`config.mk`:
```
export PLATFORM = sky130hd
export DESIGN_NAME = morra_match_driver_flat
export DESIGN_NICKNAME = d
export VERILOG_FILES = /design/src/rtl/morra_match_driver_if.sv /design/src/rtl/morra_match_driver.sv /design/src/flat_wrapper.sv
export SDC_FILE = /design/constraint.sdc
export NUM_CORES = 1
export LEC_CHECK = 0
export CAP_MARGIN = 0
export CORE_UTILIZATION = 40
export DETAILED_ROUTE_END_ITERATION = 7
export DONT_BUFFER_PORTS = 1
export GPL_ROUTABILITY_DRIVEN = 0
export PLACE_DENSITY_LB_ADDON = 0.3
export SETUP_SLACK_MARGIN = 0.1
export SYNTH_ARGS = -nofsm -noshare
export SYNTH_HDL_FRONTEND = slang
export SYNTH_SLANG_ARGS = --single-unit
```
`constraint.sdc`:
```
create_clock -name clk -period 2.2 [get_ports clk]
set_input_delay 0.33 -clock clk [delete_from_list [all_inputs] [get_ports clk]]
set_output_delay 0.33 -clock clk [all_outputs]
set_load 0.01 [all_outputs]
```
`src/rtl/morra_match_driver_if.sv`:
```
// morra_match_driver_if: control, move-load and game-arbiter signals of morra_match_driver.
// master drives commands, moves and arbiter verdicts; slave is the driver itself.
interface morra_match_driver_if;
  logic go, abort, ld_valid, ld_ready, START, busy, done, timeout;
  logic [1:0] ld_p1, ld_p2, P1, P2, ROUND, GAME, result;
  logic [3:0] level, p1_wins, p2_wins, ties, voids;
  modport master (
    output go, abort, ld_valid, ld_p1, ld_p2, ROUND, GAME,
    input ld_ready, START, P1, P2, busy, done, result, timeout, level,
    input p1_wins, p2_wins, ties, voids
  );
  modport slave (
    input go, abort, ld_valid, ld_p1, ld_p2, ROUND, GAME,
    output ld_ready, START, P1, P2, busy, done, result, timeout, level,
    output p1_wins, p2_wins, ties, voids
  );
endinterface

```
`src/rtl/morra_match_driver.sv`:
```
// morra_match_driver: sequences a Morra match from an 8-deep move-pair FIFO into a game arbiter.
// Define MORRA_DRV_TIMEOUT_EN to end a match with timeout=1 after 255 busy cycles.
module morra_match_driver (
  input logic clk,
  input logic rst_n,
  morra_match_driver_if.slave bus
);
  typedef enum logic [2:0] {IDLE, STRT, SETUP, PLAY, WAIT, EVAL, DONE} state_t;
  state_t state_q;
  logic [3:0] mem_q [8];
  logic [2:0] wr_q, rd_q;
  logic [3:0] cnt_q, head;
  logic start_q, busy_q, done_q, timeout_q;
  logic [1:0] p1_q, p2_q, result_q;
  logic [3:0] p1w_q, p2w_q, tie_q, void_q;
  logic push, pop, tmo, fin;
  function automatic logic [3:0] sat(input logic [3:0] v);
    return (v == 4'hf) ? v : v + 4'd1;
  endfunction
  assign push = bus.ld_valid && !cnt_q[3];
  assign pop  = (state_q == SETUP || state_q == PLAY) && cnt_q != 4'd0 && !bus.abort;
  assign head = mem_q[rd_q];
  assign fin  = bus.GAME != 2'b00;
  always_ff @(posedge clk)
    if (push) mem_q[wr_q] <= {bus.ld_p1, bus.ld_p2};
  // pop only reads the registered count, so a pair pushed this cycle is never popped this cycle
  always_ff @(posedge clk)
    if (!rst_n) begin
      wr_q <= '0;
      rd_q <= '0;
      cnt_q <= '0;
    end else begin
      wr_q <= wr_q + 3'(push);
      rd_q <= rd_q + 3'(pop);
      cnt_q <= cnt_q + 4'(push) - 4'(pop);
    end
`ifdef MORRA_DRV_TIMEOUT_EN
  logic [7:0] tcnt_q;
  always_ff @(posedge clk)
    if (!rst_n || state_q == IDLE || state_q == STRT) tcnt_q <= '0;
    else if (busy_q && tcnt_q != 8'hff) tcnt_q <= tcnt_q + 8'd1;
  assign tmo = tcnt_q == 8'hff && state_q != DONE && !(state_q == EVAL && fin);
`else
  assign tmo = 1'b0;
`endif
  always_ff @(posedge clk)
    if (!rst_n) begin
      state_q <= IDLE;
      start_q <= 1'b0;
      busy_q <= 1'b0;
      done_q <= 1'b0;
      timeout_q <= 1'b0;
      {p1_q, p2_q} <= '0;
      result_q <= '0;
      {p1w_q, p2w_q, tie_q, void_q} <= '0;
    end else if (bus.abort && state_q != IDLE) begin
      state_q <= IDLE;
      start_q <= 1'b0;
      busy_q <= 1'b0;
      done_q <= 1'b0;
      {p1_q, p2_q} <= '0;
    end else if (tmo) begin
      state_q <= DONE;
      done_q <= 1'b1;
      timeout_q <= 1'b1;
      result_q <= 2'b00;
      {p1_q, p2_q} <= '0;
    end else
      case (state_q)
        IDLE: if (bus.go && !bus.abort) begin
          state_q <= STRT;
          start_q <= 1'b1;
          busy_q <= 1'b1;
          timeout_q <= 1'b0;
          result_q <= '0;
          {p1w_q, p2w_q, tie_q, void_q} <= '0;
        end
        STRT: begin
          state_q <= SETUP;
          start_q <= 1'b0;
        end
        SETUP: if (pop) begin
          state_q <= PLAY;
          {p1_q, p2_q} <= head;
        end
        PLAY: begin
          state_q <= pop ? WAIT : PLAY;
          {p1_q, p2_q} <= pop ? head : 4'b0000;
        end
        WAIT: state_q <= EVAL;
        EVAL: begin
          p1w_q <= bus.ROUND == 2'b01 ? sat(p1w_q) : p1w_q;
          p2w_q <= bus.ROUND == 2'b10 ? sat(p2w_q) : p2w_q;
          tie_q <= bus.ROUND == 2'b11 ? sat(tie_q) : tie_q;
          void_q <= bus.ROUND == 2'b00 ? sat(void_q) : void_q;
          state_q <= fin ? DONE : PLAY;
          done_q <= fin;
          result_q <= fin ? bus.GAME : result_q;
          {p1_q, p2_q} <= '0;
        end
        DONE: begin
          state_q <= IDLE;
          done_q <= 1'b0;
          busy_q <= 1'b0;
        end
        default: state_q <= IDLE;
      endcase
  assign bus.ld_ready = !cnt_q[3];
  assign bus.level = cnt_q;
  assign bus.START = start_q;
  assign bus.P1 = p1_q;
  assign bus.P2 = p2_q;
  assign bus.busy = busy_q;
  assign bus.done = done_q;
  assign bus.result = result_q;
  assign bus.timeout = timeout_q;
  assign bus.p1_wins = p1w_q;
  assign bus.p2_wins = p2w_q;
  assign bus.ties = tie_q;
  assign bus.voids = void_q;
endmodule

```
`src/flat_wrapper.sv`:
```
// flat-port wrapper written by rule: the top's interface ports become plain ports
module morra_match_driver_flat 
  (clk, rst_n, bus_go, bus_abort, bus_ld_valid, bus_ld_p1, bus_ld_p2, bus_ROUND, bus_GAME, bus_ld_ready, bus_START, bus_P1, bus_P2, bus_busy, bus_done, bus_result, bus_timeout, bus_level, bus_p1_wins, bus_p2_wins, bus_ties, bus_voids);
  morra_match_driver_if bus_i ();
  input logic clk;
  input logic rst_n;
  input wire logic [$bits(bus_i.go)-1:0] bus_go;
  input wire logic [$bits(bus_i.abort)-1:0] bus_abort;
  input wire logic [$bits(bus_i.ld_valid)-1:0] bus_ld_valid;
  input wire logic [$bits(bus_i.ld_p1)-1:0] bus_ld_p1;
  input wire logic [$bits(bus_i.ld_p2)-1:0] bus_ld_p2;
  input wire logic [$bits(bus_i.ROUND)-1:0] bus_ROUND;
  input wire logic [$bits(bus_i.GAME)-1:0] bus_GAME;
  output wire logic [$bits(bus_i.ld_ready)-1:0] bus_ld_ready;
  output wire logic [$bits(bus_i.START)-1:0] bus_START;
  output wire logic [$bits(bus_i.P1)-1:0] bus_P1;
  output wire logic [$bits(bus_i.P2)-1:0] bus_P2;
  output wire logic [$bits(bus_i.busy)-1:0] bus_busy;
  output wire logic [$bits(bus_i.done)-1:0] bus_done;
  output wire logic [$bits(bus_i.result)-1:0] bus_result;
  output wire logic [$bits(bus_i.timeout)-1:0] bus_timeout;
  output wire logic [$bits(bus_i.level)-1:0] bus_level;
  output wire logic [$bits(bus_i.p1_wins)-1:0] bus_p1_wins;
  output wire logic [$bits(bus_i.p2_wins)-1:0] bus_p2_wins;
  output wire logic [$bits(bus_i.ties)-1:0] bus_ties;
  output wire logic [$bits(bus_i.voids)-1:0] bus_voids;
  assign bus_i.go = bus_go;
  assign bus_i.abort = bus_abort;
  assign bus_i.ld_valid = bus_ld_valid;
  assign bus_i.ld_p1 = bus_ld_p1;
  assign bus_i.ld_p2 = bus_ld_p2;
  assign bus_i.ROUND = bus_ROUND;
  assign bus_i.GAME = bus_GAME;
  assign bus_ld_ready = bus_i.ld_ready;
  assign bus_START = bus_i.START;
  assign bus_P1 = bus_i.P1;
  assign bus_P2 = bus_i.P2;
  assign bus_busy = bus_i.busy;
  assign bus_done = bus_i.done;
  assign bus_result = bus_i.result;
  assign bus_timeout = bus_i.timeout;
  assign bus_level = bus_i.level;
  assign bus_p1_wins = bus_i.p1_wins;
  assign bus_p2_wins = bus_i.p2_wins;
  assign bus_ties = bus_i.ties;
  assign bus_voids = bus_i.voids;
  morra_match_driver u_core (.clk(clk), .rst_n(rst_n), .bus(bus_i));
endmodule
```
* Word level (Yosys, flattened, before mapping) *
Memories as Yosys holds them, arrays and structs flattened. A register that Yosys moved wholly into a read port is not among the register bits.
Index checks and enable logic that the tools add are counted.

word-level totals
  flip-flop bits (word level) = 38
  bits in writable memories = 32
  bits of input ports = 13
  output and inout bits = 31
  memories kept = 1

cells by class
  add/sub/neg operators = 8
  equal/unequal tests = 24
  mux-type cells = 33
  bitwise logic cells = 2
  reduce and logical (&&, ||, !) cells = 28

memory list
  name          words  bits a word  read ports  clocked after Yosys merged registers in  wr ports  RTL line                  text
  u_core.mem_q  8      4            1           1                                        1         morra_match_driver.sv:10  logic [3:0] mem_q [8];

operators with widths
  kind                                                    count
  2-to-1 mux 4 bit                                        10
  one-hot mux 4 bit (2 select lines)                      4
  AND reduction 5 bit                                     4
  one-hot mux 3 bit (6 select lines)                      1
  adder 4 x 1 -> 4 bit (second input constant)            4
  equality test 4 bit (second input constant)             4
  2-to-1 mux 3 bit                                        5
  inequality test 2 x 1 -> 1 bit (second input constant)  7
  one-hot mux 2 bit (3 select lines)                      2
  nonzero test 2 bit                                      5
  equality test 3 bit (second input constant)             3
  2-to-1 mux 2 bit                                        4
  inequality test 2 bit (second input constant)           4
  AND reduction 2 bit                                     4
  adder 3 x 1 -> 3 bit                                    2
  equality test 3 x 2 -> 1 bit (second input constant)    2
  one-hot mux 1 bit (2 select lines)                      3
  nonzero test 3 bit                                      2
  logical AND 1 bit                                       5
  adder 4 x 1 -> 4 bit                                    1
  equality test 2 bit (second input constant)             2
  one-hot mux 2 bit (2 select lines)                      1
  AND reduction 4 bit                                     1
  nonzero test 4 bit                                      1
  10 further kinds                                        14

* Depth between registers and ports, before layout *
  word-level depth = 6
  depth in mapped cells = 12
  mapped depth without buffers = 11

* Worst setup path before layout *
No wires, ideal clock.

  path kind = reg-to-reg
  start point = register u_core.cnt_q[3], in the netlist u_core.bus.level[3]
  end point = register u_core.cnt_q[2], in the netlist u_core.bus.level[2]
  data arrival time = 2.162 ns
  data required time = 2.072 ns
  setup slack = -0.090 ns
  cell stages (with the launch flop) = 12
  buffers on the path = 1
  period minus slack after synthesis = 2.290 ns
  path through = dfxtp_1 > inv_1 > ha_1 > nor3b_1 > and3b_1 > clkbuf_1 > ha_1 > inv_1 > ha_1 > fa_1 > xnor2_1 > nor2_1

on the way
  word-level cells in the longest chain between the ends = 4
  elaborated cells on any way between the ends = 7

RTL lines
  item                       RTL line                  text
  from (decl)                morra_match_driver.sv:12  logic [3:0] cnt_q, head;
  from (signal assigned)     morra_match_driver.sv:35  cnt_q <= cnt_q + 4'(push) - 4'(pop);
  logical NOT 1 bit          -
  named net bus_ld_ready     flat_wrapper.sv:14        output wire logic [$bits(bus_i.ld_ready)-1:0] bus_ld_ready;
  logical AND 1 bit          morra_match_driver.sv:20  assign push = bus.ld_valid && !cnt_q[3];
  adder 4 x 1 -> 4 bit       morra_match_driver.sv:35
  subtractor 4 x 1 -> 4 bit  morra_match_driver.sv:35

The timed path passes the listed nets, and every way through them passes these cells.
A chain may end at the register's enable or synchronous reset.

* Final worst setup path *
  start point = register u_core.cnt_q[3], in the netlist u_core.bus.level[3]
  end point = register u_core.cnt_q[1], in the netlist u_core.bus.level[1]

on the way
  word-level cells in the longest chain between the ends = 4
  elaborated cells on any way between the ends = 7

RTL lines
  item                                                              RTL line
  logical NOT 1 bit / nonzero test 4 bit (equally long branches)    morra_match_driver.sv:20, morra_match_driver.sv:21
  logical AND 1 bit, on equally long branches                       morra_match_driver.sv:20, morra_match_driver.sv:21
  adder 4 x 1 -> 4 bit / logical AND 1 bit (equally long branches)  morra_match_driver.sv:35, morra_match_driver.sv:21
  subtractor 4 x 1 -> 4 bit *                                       morra_match_driver.sv:35

Every way passes the cells marked *; elsewhere a longest branch is shown, timed or not.

==> impl_metrics.py <==
metrics = {
    "global_routing": {
        "grt_pass1_vias": 1960,
        "gr-total-overflow": 0,
        "grt_max_degree": 23,
        "grt_pass1_wl_um": 9620,
        "antenna_found_initial": 0,
        "gr-usage-all-layers_pct": 15.4,
    },
    "clocking": {
        "cts.sinks": 70,
        "cts-buffers-inserted": 9,
        "cts.path.max_buffers": 2,
        "cts-hold-fix-buffers": 0,
        "cts_tree": "built",
        "cts.clk_slew.worst_paths_ps": 70,
        "clk_latency_ps": 340,
        "cts_root_buf": "clkbuf_8",
        "h-tree-depth": 3,
    },
    "layout": {
        "nets": 304,
        "area_growth_pct": 13.4,
        "drive_gt1_share_pct": 19.1,
        "final_cell_area_um2": 3490,
        "diodes": 0,
    },
    "timing": {
        "fmax_mhz": 471,
        "fin_crit_ps": 2120,
        "fin_tns_setup_ps": 0,
        "final.setup.worst_slack_ps": 76.8,
        "drv_slew": 0,
        "slew-limit-headroom_pct": 65.8,
        "hold_viol": 0,
        "worst_pin_slew_ps": 510,
        "setup_viol": 0,
        "rsz0062_at_grt": "yes",
        "fin_crit_sh_pct": 96.5,
        "skew_ps": 10.6,
    },
    "floorplan": {
        "fp.dieH_um": 89.7,
        "die-area_um2": 8050,
        "die_x_um": 89.7,
        "core_area_um2": 7330,
        "io_pins": 44,
        "row_count": 31,
        "initial_core_util_pct": 42.0,
    },
    "detailed_routing": {
        "wl_met1_um": 2640,
        "wl_met3_um": 308,
        "ant_nets": 0,
        "finalWirelength_um": 5740,
        "route.vias.total": 2045,
        "wl_met2_um": 2670,
        "detail_route.vias_per_cell": 5.37,
        "highest_layer": "met4",
        "drc_errors": 0,
        "wl_per_cell_um": 15.1,
        "firstDrtPassIters": 4,
        "drtIter0Drc": 93,
    },
    "worst_setup_path": {
        "critPathMaxFanout": 3,
        "path_class": "reg -> reg",
        "r2r-start": "u_core.bus.level[3]",
        "r2r_slack_ps": 80,
        "reg2reg_depth": 9,
        "start_kind": "register",
        "r2r_end": "u_core.bus.level[1]",
        "cp.arrival_ps": 2420,
        "endpoint_kind": "register",
        "critPathRequiredTime_ps": 2490,
    },
    "place": {
        "place_area_um2": 3260,
        "io_buffers": 0,
        "place_ws_ps": 90.1,
        "dpl.hpwl_um": 4050,
    },
    "worst_hold_path": {
        "hp-start": "bus_ld_p2[0]",
        "hp-class": "in -> reg",
        "hold_depth": 0,
        "min_to": "u_core.mem_q[1][0]",
    },
    "yosys": {
        "synthesis.nets": 291,
        "synthFlopType": "dfxtp_1",
        "synth-async-reset-ratio_pct": 0,
        "synth-seq-cells": 70,
        "syn-cell-area_um2": 3080,
        "postSynthCellCount": 264,
        "ys_types": 42,
        "yosys.area.top_type": "edfxtp_1",
        "synth_top_area_share_pct": 31.2,
        "yosysWarnings": 0,
        "synth_top_cells_by_area": "edfxtp_1 (31%), dfxtp_1 (25%), mux4_2 (5.9%)",
        "synthTopCellsByCount": "dfxtp_1 (38), edfxtp_1 (32), a21oi_1 (23)",
        "synth_most_common_cell": "dfxtp_1",
        "avgSynthCellArea_um2": 11.7,
        "synth_edf_count": 32,
        "yosysSeqAreaShare_pct": 55.9,
    },
    "job": {
        "drv_cap": 0,
    },
    "power": {
        "powerDensity_nw_per_um2": 843,
        "p_leak_uw": 0.00119,
        "ir_drop_v": 0.000529,
    },
    "status": {
        "outcome": "complete, no violations",
    },
}
report_power, final:
part           switching, uW  internal (uW)
clock network            466            436
registers               67.6           1440
logic                    240            290
routing by layer:
layer	track usage (%)	vias up
met4	7.38	0
met2	23.1	46
li1	-	1011
met5	0	-
met3	5.08	10
met1	19.9	978
final cells by class:
class	count	area (um2)
multi-input cells	170	1320
inverters	12	47.5
well taps	99	124
repair buffers	14	105
flip-flops and latches	70	1730
fillers	674	3840
clock buffers	12	145
clock inverters	4	21.3
placed cells by master (no fill, tap or decap), drive strengths merged, types with 2 or more instances in the layout:
master	Yosys	final
edfxtp	32	32
o2bb2ai	4	4
nand4b	3	3
and2	7	7
clkbuf	6	12
nor2	20	20
nand4	2	2
nand2b	5	5
nor2b	4	4
a21o	2	2
mux4	8	8
clkinv	0	3
nor3b	3	3
buf	6	14
nand2	10	10
or4	6	6
a21oi	23	23
o21ai	15	15
dfxtp	38	38
nor3	3	3
xnor2	4	4
o31ai	8	8
mux2i	4	4
ha	13	13
nand3	8	8
a211oi	2	2
a22oi	2	2
or3	3	3
inv	12	13
critical path, stage by stage (launching register included):
cell and delay (ps):
dfxtp_4 370, inv_4 70, ha_4 120, nor3b_4 190, and3b_2 260, ha_4 260, inv_2 40, ha_4 150
fa_2 510, and2_4 120
flip-flops by register name, indices dropped and copies added, names as in the netlist:
name                cells
u_core.bus.busy         1
u_core.bus.level        4
u_core.bus.p1_wins      4
u_core.bus.p2_wins      4
u_core.bus.ties         4
u_core.mem_q           32
u_core.bus.P2           2
u_core.bus.done         1
u_core.rd_q             3
u_core.bus.voids        4
u_core.state_q          3
u_core.bus.result       2
u_core.bus.P1           2
u_core.bus.START        1
u_core.wr_q             3
cell families after synthesis:
family	Yosys count	synth area share, %
adder cells (fa/ha/maj)	14	5.93
XOR/XNOR	5	1.42
other	1	0.122
AND/OR/NAND/NOR	77	13.8
AO/OA/AOI/OAI	60	12.0
buffers and inverters	24	3.33
flip-flops	70	55.9
multiplexers	13	7.52
through the flow:
step,total power (uW),hold slack (ps),cells,utilization (%)
floorplan,1840,429,264,-
global placement,1940,429,362,44.5
detailed placement,1950,429,362,44.5
CTS,2910,65.6,380,47.2
global route,3090,58.8,381,47.6
finish,2940,78.3,381,47.6
worst max path at each step:
stage	slack, ps	cells after the start	to	startpoint
floorplan	90	10	u_core.bus.level[1]	u_core.bus.level[3]
global placement	120	11	u_core.bus.level[3]	u_core.bus.level[3]
detailed placement	90	11	u_core.bus.level[3]	u_core.bus.level[3]
CTS	100	10	u_core.bus.level[2]	u_core.bus.level[3]
global route	10	9	u_core.bus.level[1]	u_core.bus.level[3]
finish	80	9	u_core.bus.level[1]	u_core.bus.level[3]
what timing repair did:
action / in CTS / in global routing
gates cloned: 0 / 0
pin swaps: 3 / 2
hold endpoints to repair: 0 / 0
setup endpoints to repair: 3 / 3
buffers inserted: 2 / 1
resized for setup: 5 / 6
(Power assumes the default switching activity.)
